$ cat config.mk
export PLATFORM = sky130hd
export DESIGN_NAME = dense_ctrl
export DESIGN_NICKNAME = d
export VERILOG_FILES = /design/src/rtl/dense_pkg.sv /design/src/rtl/dense_mac_delay.sv /design/src/rtl/dense_ctrl.sv
export SDC_FILE = /design/constraint.sdc
export NUM_CORES = 1
export LEC_CHECK = 0
export BUFFER_PORTS_ARGS = -buffer_cell sky130_fd_sc_hd__buf_4
export CORE_AREA = 2 2 154 156
export CTS_BUF_LIST = sky130_fd_sc_hd__clkbuf_2 sky130_fd_sc_hd__clkbuf_4 sky130_fd_sc_hd__clkbuf_8
export DETAILED_ROUTE_END_ITERATION = 7
export DIE_AREA = 0 0 156 158
export MAX_ROUTING_LAYER = met4
export PLACE_DENSITY_LB_ADDON = 0.15
export SETUP_SLACK_MARGIN = 0.1
export SLEW_MARGIN = 20
export SYNTH_ARGS = -nofsm -noshare
export SYNTH_HDL_FRONTEND = slang
export SYNTH_HIERARCHICAL = 1
export SYNTH_SLANG_ARGS = --single-unit
$ cat constraint.sdc
create_clock -name clk -period 7.5 [get_ports clk]
set_input_delay 0 -clock clk [delete_from_list [all_inputs] [get_ports clk]]
set_output_delay 0 -clock clk [all_outputs]
set_load 0.01 [all_outputs]
$ cat src/rtl/dense_pkg.sv
// Shared types and codes for the dense-layer control sequencer.
package dense_pkg;

  typedef enum logic [2:0] {
    ST_IDLE  = 3'd0,
    ST_LOAD  = 3'd1,
    ST_CLR   = 3'd2,
    ST_READ  = 3'd3,
    ST_WAIT  = 3'd4,
    ST_WRITE = 3'd5,
    ST_DONE  = 3'd6
  } dense_state_t;

  // Mux select code under which this block owns the PE-array controls.
  localparam logic [2:0] COMP_SEL_DENSE = 3'b010;

  localparam logic [1:0] NL_NONE = 2'd0;
  localparam logic [1:0] NL_RELU = 2'd1;

endpackage : dense_pkg

$ cat src/rtl/dense_mac_delay.sv
// Shift register aligning the per-PE MAC mask with buffer read data (DEPTH = read latency).
module dense_mac_delay #(
  parameter int unsigned DEPTH = 1,
  parameter int unsigned WIDTH = 8
) (
  input  logic             clk,
  input  logic             rst_n,
  input  logic [WIDTH-1:0] d_i,
  output logic [WIDTH-1:0] q_o
);

  if (DEPTH == 0) begin : g_bypass
    assign q_o = d_i;
  end else begin : g_pipe
    logic [WIDTH-1:0] pipe_q [DEPTH];

    always_ff @(posedge clk or negedge rst_n) begin
      if (!rst_n) begin
        for (int unsigned k = 0; k < DEPTH; k++) pipe_q[k] <= '0;
      end else begin
        pipe_q[0] <= d_i;
        for (int unsigned k = 1; k < DEPTH; k++) pipe_q[k] <= pipe_q[k-1];
      end
    end

    assign q_o = pipe_q[DEPTH-1];
  end

endmodule : dense_mac_delay

$ cat src/rtl/dense_ctrl.sv
// Dense-layer control sequencer: streams BUF1 activations and BUF2 weights into the PE array.
// Optional nonlinearity control on write-back enabled by defining DENSE_CTRL_NL_EN.
module dense_ctrl
  import dense_pkg::*;
#(
  parameter int unsigned N_PE    = 8,
  parameter int unsigned N_BUF   = 8,
  parameter int unsigned ADDR_W  = 10,
  parameter int unsigned CNT_W   = 10,
  parameter int unsigned RD_LAT  = 1,
  parameter int unsigned MAC_LAT = 1
) (
  input  logic                    clk,
  input  logic                    rst_n,
  input  logic                    start_i,
  input  logic [CNT_W-1:0]        cfg_n_in_i,
  input  logic [CNT_W-1:0]        cfg_n_out_i,
  input  logic [ADDR_W-1:0]       cfg_in_base_i,
  input  logic [ADDR_W-1:0]       cfg_w_base_i,
  input  logic [ADDR_W-1:0]       cfg_out_base_i,
`ifdef DENSE_CTRL_NL_EN
  input  logic                    cfg_nl_en_i,
  input  logic [1:0]              cfg_nl_type_i,
`endif
  output logic                    busy_o,
  output logic                    done_o,
  output logic                    buf1_r_en_o,
  output logic                    buf2_r_en_o,
  output logic [N_BUF*ADDR_W-1:0] buf1_r_addr_o,
  output logic [N_BUF*ADDR_W-1:0] buf2_r_addr_o,
  output logic                    buf1_w_en_o,
  output logic [N_BUF*ADDR_W-1:0] buf1_w_addr_o,
  output logic                    buf2_w_en_o,
  output logic [N_BUF*ADDR_W-1:0] buf2_w_addr_o,
  output logic [N_PE-1:0]         pea_mac_enable_o,
  output logic                    pea_line_buffer_reset_o,
  output logic                    pea_adder_enable_o,
  output logic                    aybz_azby_dense_o,
  output logic                    pea_nl_enable_o,
  output logic [1:0]              pea_nl_type_o
);

  localparam int unsigned WAIT_CYC = RD_LAT + MAC_LAT;
  localparam int unsigned WAIT_W   = (WAIT_CYC > 1) ? $clog2(WAIT_CYC) : 1;

  dense_state_t state_q, state_d;

  logic [CNT_W-1:0]  n_in_q;
  logic [ADDR_W-1:0] in_base_q, out_base_q;
  logic [ADDR_W-1:0] w_ptr_q, w_ptr_d;
  logic [CNT_W-1:0]  rem_q, rem_d;
  logic [CNT_W-1:0]  g_q, g_d;
  logic [CNT_W-1:0]  i_q, i_d;
  logic [WAIT_W-1:0] wait_q, wait_d;

  logic              busy_q, busy_d, done_q, done_d;
  logic              r_en_q, r_en_d, w_en_q, w_en_d;
  logic              lbr_q, lbr_d, adder_q, adder_d;
  logic              nl_en_q, nl_en_d;
  logic [1:0]        nl_type_q, nl_type_d;
  logic [ADDR_W-1:0] r1_addr_q, r1_addr_d, r2_addr_q, r2_addr_d, w_addr_q, w_addr_d;
  logic [N_PE-1:0]   rd_mask_q, rd_mask_d, mask_c;

`ifdef DENSE_CTRL_NL_EN
  logic       cfg_nl_en_q;
  logic [1:0] cfg_nl_type_q;
`endif

  // State and counter registers
  always_ff @(posedge clk or negedge rst_n) begin
    if (!rst_n) begin
      state_q <= ST_IDLE;
      w_ptr_q <= '0;
      rem_q   <= '0;
      g_q     <= '0;
      i_q     <= '0;
      wait_q  <= '0;
    end else begin
      state_q <= state_d;
      w_ptr_q <= w_ptr_d;
      rem_q   <= rem_d;
      g_q     <= g_d;
      i_q     <= i_d;
      wait_q  <= wait_d;
    end
  end

  // Configuration snapshot taken at the end of LOAD; later cfg changes are ignored
  always_ff @(posedge clk or negedge rst_n) begin
    if (!rst_n) begin
      n_in_q     <= '0;
      in_base_q  <= '0;
      out_base_q <= '0;
`ifdef DENSE_CTRL_NL_EN
      cfg_nl_en_q   <= 1'b0;
      cfg_nl_type_q <= NL_NONE;
`endif
    end else if (state_q == ST_LOAD) begin
      n_in_q     <= cfg_n_in_i;
      in_base_q  <= cfg_in_base_i;
      out_base_q <= cfg_out_base_i;
`ifdef DENSE_CTRL_NL_EN
      cfg_nl_en_q   <= cfg_nl_en_i;
      cfg_nl_type_q <= cfg_nl_type_i;
`endif
    end
  end

  // Next-state and counter updates
  always_comb begin
    state_d = state_q;
    w_ptr_d = w_ptr_q;
    rem_d   = rem_q;
    g_d     = g_q;
    i_d     = i_q;
    wait_d  = wait_q;
    case (state_q)
      ST_IDLE: if (start_i) state_d = ST_LOAD;
      ST_LOAD: begin
        w_ptr_d = cfg_w_base_i;
        rem_d   = cfg_n_out_i;
        g_d     = '0;
        state_d = (cfg_n_in_i == '0 || cfg_n_out_i == '0) ? ST_DONE : ST_CLR;
      end
      ST_CLR: begin
        i_d     = '0;
        state_d = ST_READ;
      end
      ST_READ: begin
        if (i_q == n_in_q - CNT_W'(1)) begin
          wait_d  = '0;
          state_d = ST_WAIT;
        end else begin
          i_d = i_q + CNT_W'(1);
        end
      end
      ST_WAIT: begin
        if (wait_q == WAIT_W'(WAIT_CYC - 1)) state_d = ST_WRITE;
        else wait_d = wait_q + WAIT_W'(1);
      end
      ST_WRITE: begin
        // rem_q holds the neurons not yet covered by finished groups
        if (rem_q > CNT_W'(N_PE)) begin
          g_d     = g_q + CNT_W'(1);
          rem_d   = rem_q - CNT_W'(N_PE);
          w_ptr_d = w_ptr_q + ADDR_W'(n_in_q);
          state_d = ST_CLR;
        end else begin
          state_d = ST_DONE;
        end
      end
      ST_DONE: state_d = ST_IDLE;
      default: state_d = ST_IDLE;
    endcase
  end

  // Output decode from the upcoming state so registered outputs line up with state_q
  always_comb begin
    mask_c = '1;
    if (rem_d < CNT_W'(N_PE)) begin
      for (int unsigned k = 0; k < N_PE; k++) mask_c[k] = (CNT_W'(k) < rem_d);
    end
    busy_d    = (state_d != ST_IDLE);
    done_d    = (state_d == ST_DONE);
    r_en_d    = (state_d == ST_READ);
    w_en_d    = (state_d == ST_WRITE);
    lbr_d     = (state_d == ST_CLR);
    adder_d   = (state_d == ST_WRITE);
    r1_addr_d = r_en_d ? in_base_q + ADDR_W'(i_d) : '0;
    r2_addr_d = r_en_d ? w_ptr_d + ADDR_W'(i_d) : '0;
    w_addr_d  = w_en_d ? out_base_q + ADDR_W'(g_d) : '0;
    rd_mask_d = r_en_d ? mask_c : '0;
`ifdef DENSE_CTRL_NL_EN
    nl_en_d   = w_en_d & cfg_nl_en_q;
    nl_type_d = w_en_d ? cfg_nl_type_q : NL_NONE;
`else
    nl_en_d   = 1'b0;
    nl_type_d = NL_NONE;
`endif
  end

  // Output registers
  always_ff @(posedge clk or negedge rst_n) begin
    if (!rst_n) begin
      busy_q    <= 1'b0;
      done_q    <= 1'b0;
      r_en_q    <= 1'b0;
      w_en_q    <= 1'b0;
      lbr_q     <= 1'b0;
      adder_q   <= 1'b0;
      nl_en_q   <= 1'b0;
      nl_type_q <= NL_NONE;
      r1_addr_q <= '0;
      r2_addr_q <= '0;
      w_addr_q  <= '0;
      rd_mask_q <= '0;
    end else begin
      busy_q    <= busy_d;
      done_q    <= done_d;
      r_en_q    <= r_en_d;
      w_en_q    <= w_en_d;
      lbr_q     <= lbr_d;
      adder_q   <= adder_d;
      nl_en_q   <= nl_en_d;
      nl_type_q <= nl_type_d;
      r1_addr_q <= r1_addr_d;
      r2_addr_q <= r2_addr_d;
      w_addr_q  <= w_addr_d;
      rd_mask_q <= rd_mask_d;
    end
  end

  dense_mac_delay #(
    .DEPTH (RD_LAT),
    .WIDTH (N_PE)
  ) u_mac_delay (
    .clk   (clk),
    .rst_n (rst_n),
    .d_i   (rd_mask_q),
    .q_o   (pea_mac_enable_o)
  );

  assign busy_o                  = busy_q;
  assign done_o                  = done_q;
  assign buf1_r_en_o             = r_en_q;
  assign buf2_r_en_o             = r_en_q;
  assign buf1_r_addr_o           = {N_BUF{r1_addr_q}};
  assign buf2_r_addr_o           = {N_BUF{r2_addr_q}};
  assign buf1_w_en_o             = w_en_q;
  assign buf1_w_addr_o           = {N_BUF{w_addr_q}};
  assign buf2_w_en_o             = 1'b0;
  assign buf2_w_addr_o           = '0;
  assign pea_line_buffer_reset_o = lbr_q;
  assign pea_adder_enable_o      = adder_q;
  assign aybz_azby_dense_o       = busy_q;
  assign pea_nl_enable_o         = nl_en_q;
  assign pea_nl_type_o           = nl_type_q;

endmodule : dense_ctrl

* After elaboration in Yosys (flattened, before gate mapping)
Index checks and enable logic that the tools add are counted.
Operators by class: add/subtract/negate cells 9, magnitude comparators 10, eq/ne operators 11, mux-type cells 22, reduce and logical (&&, ||, !) cells 7
Operators with widths (count):
- 10-bit case mux with 2 select lines | 4
- 10-bit 2-to-1 mux | 7
- 10-bit adder | 4
- 3-bit by 10-bit < comparator with 1-bit output (first input constant) | 4
- 10-bit by 1-bit adder with 10-bit output (second input constant) | 2
- 10-bit logical NOT | 2
- 1-bit by 10-bit < comparator with 1-bit output (first input constant) | 2
- 2-bit by 10-bit < comparator with 1-bit output (first input constant) | 2
- 3-bit case mux with 6 select lines | 1
- 8-bit 2-to-1 mux | 2
- 3-bit 2-to-1 mux | 5
- 3-bit by 2-bit == test with 1-bit output (second input constant) | 4
- 3-bit == test (second input constant) | 4
- 10-bit == test | 1
- 10-bit by 4-bit > comparator with 1-bit output (second input constant) | 1
- 10-bit by 4-bit < comparator with 1-bit output (second input constant) | 1
- 10-bit by 1-bit subtractor with 10-bit output (second input constant) | 1
- 10-bit by 4-bit subtractor with 10-bit output (second input constant) | 1
- 3-bit by 1-bit == test with 1-bit output (second input constant) | 1
- 3-bit logical NOT | 1
- 3-bit nonzero test | 1
- 1-bit 2-to-1 mux | 2
- 2-bit != test (second input constant) | 1
- 1-bit case mux with 2 select lines | 1
- 4 further kinds | 4
Storage, ports and cells: flip-flop bits (word level) 125, bits of input ports 53, output and inout bits 340, word-level logic and storage cells 78

* Longest topological paths before layout
depth in word-level cells 6, gate-level depth with buffers 19, gate-level depth less buffers 19

* Modules after synthesis
The synthesis kept the hierarchy.
By module, submodules not included:
- dense_ctrl | instances 1, cells an instance 982, area an instance 8693.3 µm², seq. area each 2927.8 µm²
- dense_mac_delay | instances 1, cells an instance 8, area an instance 200.2 µm², seq. area each 200.2 µm²

* Least setup slack after synthesis
OpenSTA, ideal clock, no wires.
kind reg-to-reg, from register n_in_q[1], to register r2_addr_q[9], setup time 0.079 ns, data arrival time 4.411 ns, required time 7.421 ns, path slack 3.009 ns, stages on the path, launching flop included 19, path buffers 0, clock period less this slack 4.491 ns, cells stage by stage dfrtp_1 inv_1 ha_1 or4b_1 nor4_2 xnor2_1 nor4_4 a31oi_1 a22oi_1 o21ai_0 ha_1 a21o_1 a21o_1 a21o_1 a21oi_1 o21a_1 o21ai_0 xnor2_1 mux2i_1
Between the ends: longest elaborated chain between the ends 6, elaborated cells between the ends (all ways) 12, those cells by class add/sub (3); eq/ne (2); mux (7)
Ends and longest elaborated chain:
- start, declared | line dense_ctrl.sv:48 | logic [CNT_W-1:0] n_in_q;
- start signal, assigned | line dense_ctrl.sv:99 | n_in_q <= cfg_n_in_i;
- 10-bit by 1-bit subtractor with 10-bit output | line dense_ctrl.sv:130 | if (i_q == n_in_q - CNT_W'(1)) begin
- 10-bit == test | line dense_ctrl.sv:130
- 10-bit 2-to-1 mux | line dense_ctrl.sv:130
- 10-bit case mux with 2 select lines | line dense_ctrl.sv:117 | case (state_q)
- net i_d[1] | line dense_ctrl.sv:53 | logic [CNT_W-1:0] i_q, i_d;
- 10-bit adder | line dense_ctrl.sv:170 | r2_addr_d = r_en_d ? w_ptr_d + ADDR_W'(i_d) : '0;
- 10-bit 2-to-1 mux | line dense_ctrl.sv:170
- net r2_addr_d[9] | line dense_ctrl.sv:61 | logic [ADDR_W-1:0] r1_addr_q, r1_addr_d, r2_addr_q, r2_addr_d, w_addr_q, w_addr_d;
- end signal, assigned | line dense_ctrl.sv:207 | r2_addr_q <= r2_addr_d;
- end, declared | line dense_ctrl.sv:61
The timed path passes the listed nets, and every way through them passes these cells. A chain may end at the register's enable or synchronous reset.

* Final worst setup path
Same ends and word-level chain as after synthesis.

==> flow_metrics.tcl <==
set metrics [dict create \
    status "finished clean" \
    crit_chain "inv_1, ha_1, or4b_1, nor4_2, xnor2_1, nor4_4, a31oi_1, a22oi_1, o21ai_0, ha_1, a21o_1, a21o_1, a21o_1, a21oi_1, o21a_1, o21ai_0, xnor2_1, mux2i_1" \
    rsz0062_at_grt "no" \
    synth_cells 990 \
    clock_sinks 125 \
    syn_area_per_cell_um2 8.98 \
    power_uw 1370 \
    netlist.area_leader.share_pct 35.2 \
    final_cell_area_um2 10500 \
    grt_pass1_wl_um 31600 \
    final_nets 1233 \
    place_congestion 0.856 \
    power_density_nw_per_um2 130 \
    hold_slack_ps 34.4 \
    fp.dieH_um 158 \
    dr.pass1.iters 4 \
    crit_type "reg -> reg" \
    drt_iter0_markers 273 \
    die_width_um 156 \
    startpoint_type "register" \
    hold_viol_final 0 \
    first_global_vias 5959 \
    portBuffers 308 \
    fin_tns_setup_ps 0 \
    fmax_mhz 192 \
    post-route-util_pct 45.7 \
    viasPerCell 4.56 \
    setup_violations 0 \
    max-cap-violations 0 \
    period_minus_slack_ps 5200 \
    grt_start_max_net_pins 76 \
    start_util_pct 38.6 \
    async_flop_share_pct 100 \
    overflow 0 \
    clock_latency_ps 440 \
    antenna_left 0 \
    yosysWarnings 6 \
    crit_top_cell "a21o_1" \
    synth-edff-count 0 \
    arrival_ps 5570 \
    ys_seq_area_share_pct 35.2 \
    maxSlewViolCount 0 \
    dp_hpwl_um 15300 \
    num_io_pins 393 \
    htreeDepth 4 \
    cts_resized 0 \
    ys_ff_latch 125 \
    period_share_pct 69.4 \
    cts_tree "done" \
    ir_drop_uv 81.7 \
    grtUsageTotal_pct 17.0 \
    vias 6563 \
    cp-end-kind "register" \
    final-seq-area_um2 3130 \
    drive_gt1_share_pct 31.3 \
    maxSlewHeadroom_pct 34.4 \
    synth_top_area_cell "dfrtp_1" \
    path_clk_slew_ps 70 \
    cts_max_path_buffers 2 \
    antenna_found_initial 0 \
    p_leak_uw 0.00514 \
    slowest_stage "a31oi_1" \
    synth.area.top_cells "dfrtp_1, buf_4, ha_1" \
    num_rows 56 \
    antenna_cells 0 \
    drc_errors 0 \
    core_area_um2 23100 \
    crit_fanout 10 \
    yosys.cell_types.count 63 \
    worst_pin_slew_ps 984 \
    fp.dieArea_um2 24600 \
    ys.flop_type "dfrtp_1" \
    cpPeakStageDelay_ps 680 \
    drt-total-wl_um 20900 \
    clockRootBuffer "clkbuf_8" \
    mostFrequentLayoutCell "buf_4" \
    finClkSkew_ps 13.1 \
    final_cell_mix "buf_4, dfrtp_1, nand2_1" \
    multi_input_area_um2 3660 \
    cts_hold_buf 52 \
    syn_area_um2 8890 \
    post-cts-setup-buffers 0 \
    hold_path_class "in -> reg" \
    fillers 2215 \
    place_area_um2 9610 \
    critical_path_required_ps 7870 \
    post_drt_wl_per_cell_um 14.5 \
    numCtsBuffers 17 \
    syn2layout_area_growth_pct 18.6 \
]
-- flip-flops by register name, summed over array words and instances (netlist names) --
signal and count:
g_q 10, i_q 10, in_base_q 10, n_in_q 10
out_base_q 10, r1_addr_q 10, r2_addr_q 10, rem_q 10
w_addr_q 10, w_ptr_q 10, rd_mask_q 8, u_mac_delay/q_o 8
state_q 3, aybz_azby_dense_o 1, buf1_r_en_o 1, done_o 1
pea_adder_enable_o 1, pea_line_buffer_reset_o 1, wait_q 1
-- power breakdown --
part           switching (uW)  internal (uW)
registers                   0            674
clock network             287            332
logic                    44.6           36.0
-- per-stage QoR --
step	setup slack [ps]	cells
floorplan	3010	1073
global placement	2420	1355
detailed placement	2290	1355
CTS	2270	1439
global route	1780	1439
finish	2300	1439
-- worst paths after layout --
check                                from                 end  slack (ps)  depth (start not counted)
min in group asynchronous           rst_n        r1_addr_q[6]         120                          2
max in group asynchronous           rst_n              g_q[9]        5940                          3
min reg2reg                  rd_mask_q[7]  u_mac_delay/q_o[7]         350                          0
max                             n_in_q[1]        r2_addr_q[9]        2300                         18
max reg2reg                     n_in_q[1]        r2_addr_q[9]        2300                         18
min                        cfg_n_out_i[6]            rem_q[6]          30                          4
-- layer usage --
| metal | track usage, % | part of all wire [%] |
|---|---|---|
| met5 | - | 0 |
| met4 | 4.33 | 1.4 |
| met3 | 3.23 | 5.2 |
| met2 | 27.2 | 48 |
| met1 | 22.3 | 46 |
-- kinds of logic after synthesis --
group / after synthesis / share of synthesized area [%]
AO/OA/AOI/OAI: 144 / 10.4
XOR/XNOR: 61 / 6.01
adder cells (fa/ha/maj): 44 / 6.53
buffers and inverters: 348 / 27.3
flip-flops: 125 / 35.2
multiplexers: 8 / 0.914
other: 1 / 0.0422
AND/OR/NAND/NOR: 259 / 13.7
-- synthesized netlist by cell type (2+ instances only) --
cell and count:
nor2_1 66, ha_1 40, nor2b_1 7, clkbuf_1 21, a21o_1 11, buf_2 2, buf_4 297, xor2_1 30
o21a_1 4, xnor2_1 31, o21ai_0 19, buf_1 3, o41ai_1 2, a22oi_1 3, dfrtp_1 125, or2_2 2
mux2i_1 7, nand4_1 13, nand3_1 8, nand2_1 115, o31a_1 3, o21bai_1 9, or3_1 3, o22a_1 2
a31oi_1 6, o31ai_1 3, a211oi_1 2, nor4_1 5, nor4_4 2, o22ai_1 19, nor3_1 7, nand2b_1 5
and3_1 11, and2_1 4, a21oi_1 46, or4_4 2, fa_1 4, inv_1 24, or4_1 3
-- layout make-up --
cell class                 instances  area share [%]
tap                              290            3.44
inverter                          25           0.890
clock buffer                      18            2.29
sequential                       125            29.7
timing repair buffer             367            27.4
multi-input combinational        600            34.7
clock inverter                    14            1.63
-- critical path: cells and delay by family (launching register included) --
kind                       cells  cell delay, ps
AOI/OAI and AO/OA              9            2590
xor gates and xnor gates       2             400
adders and majority gates      2             560
buffers and inverters          1             100
DFF                            1             450
muxes                          1             190
and+or+nand+nor                3             820
Power figures use the tool's default switching activity.
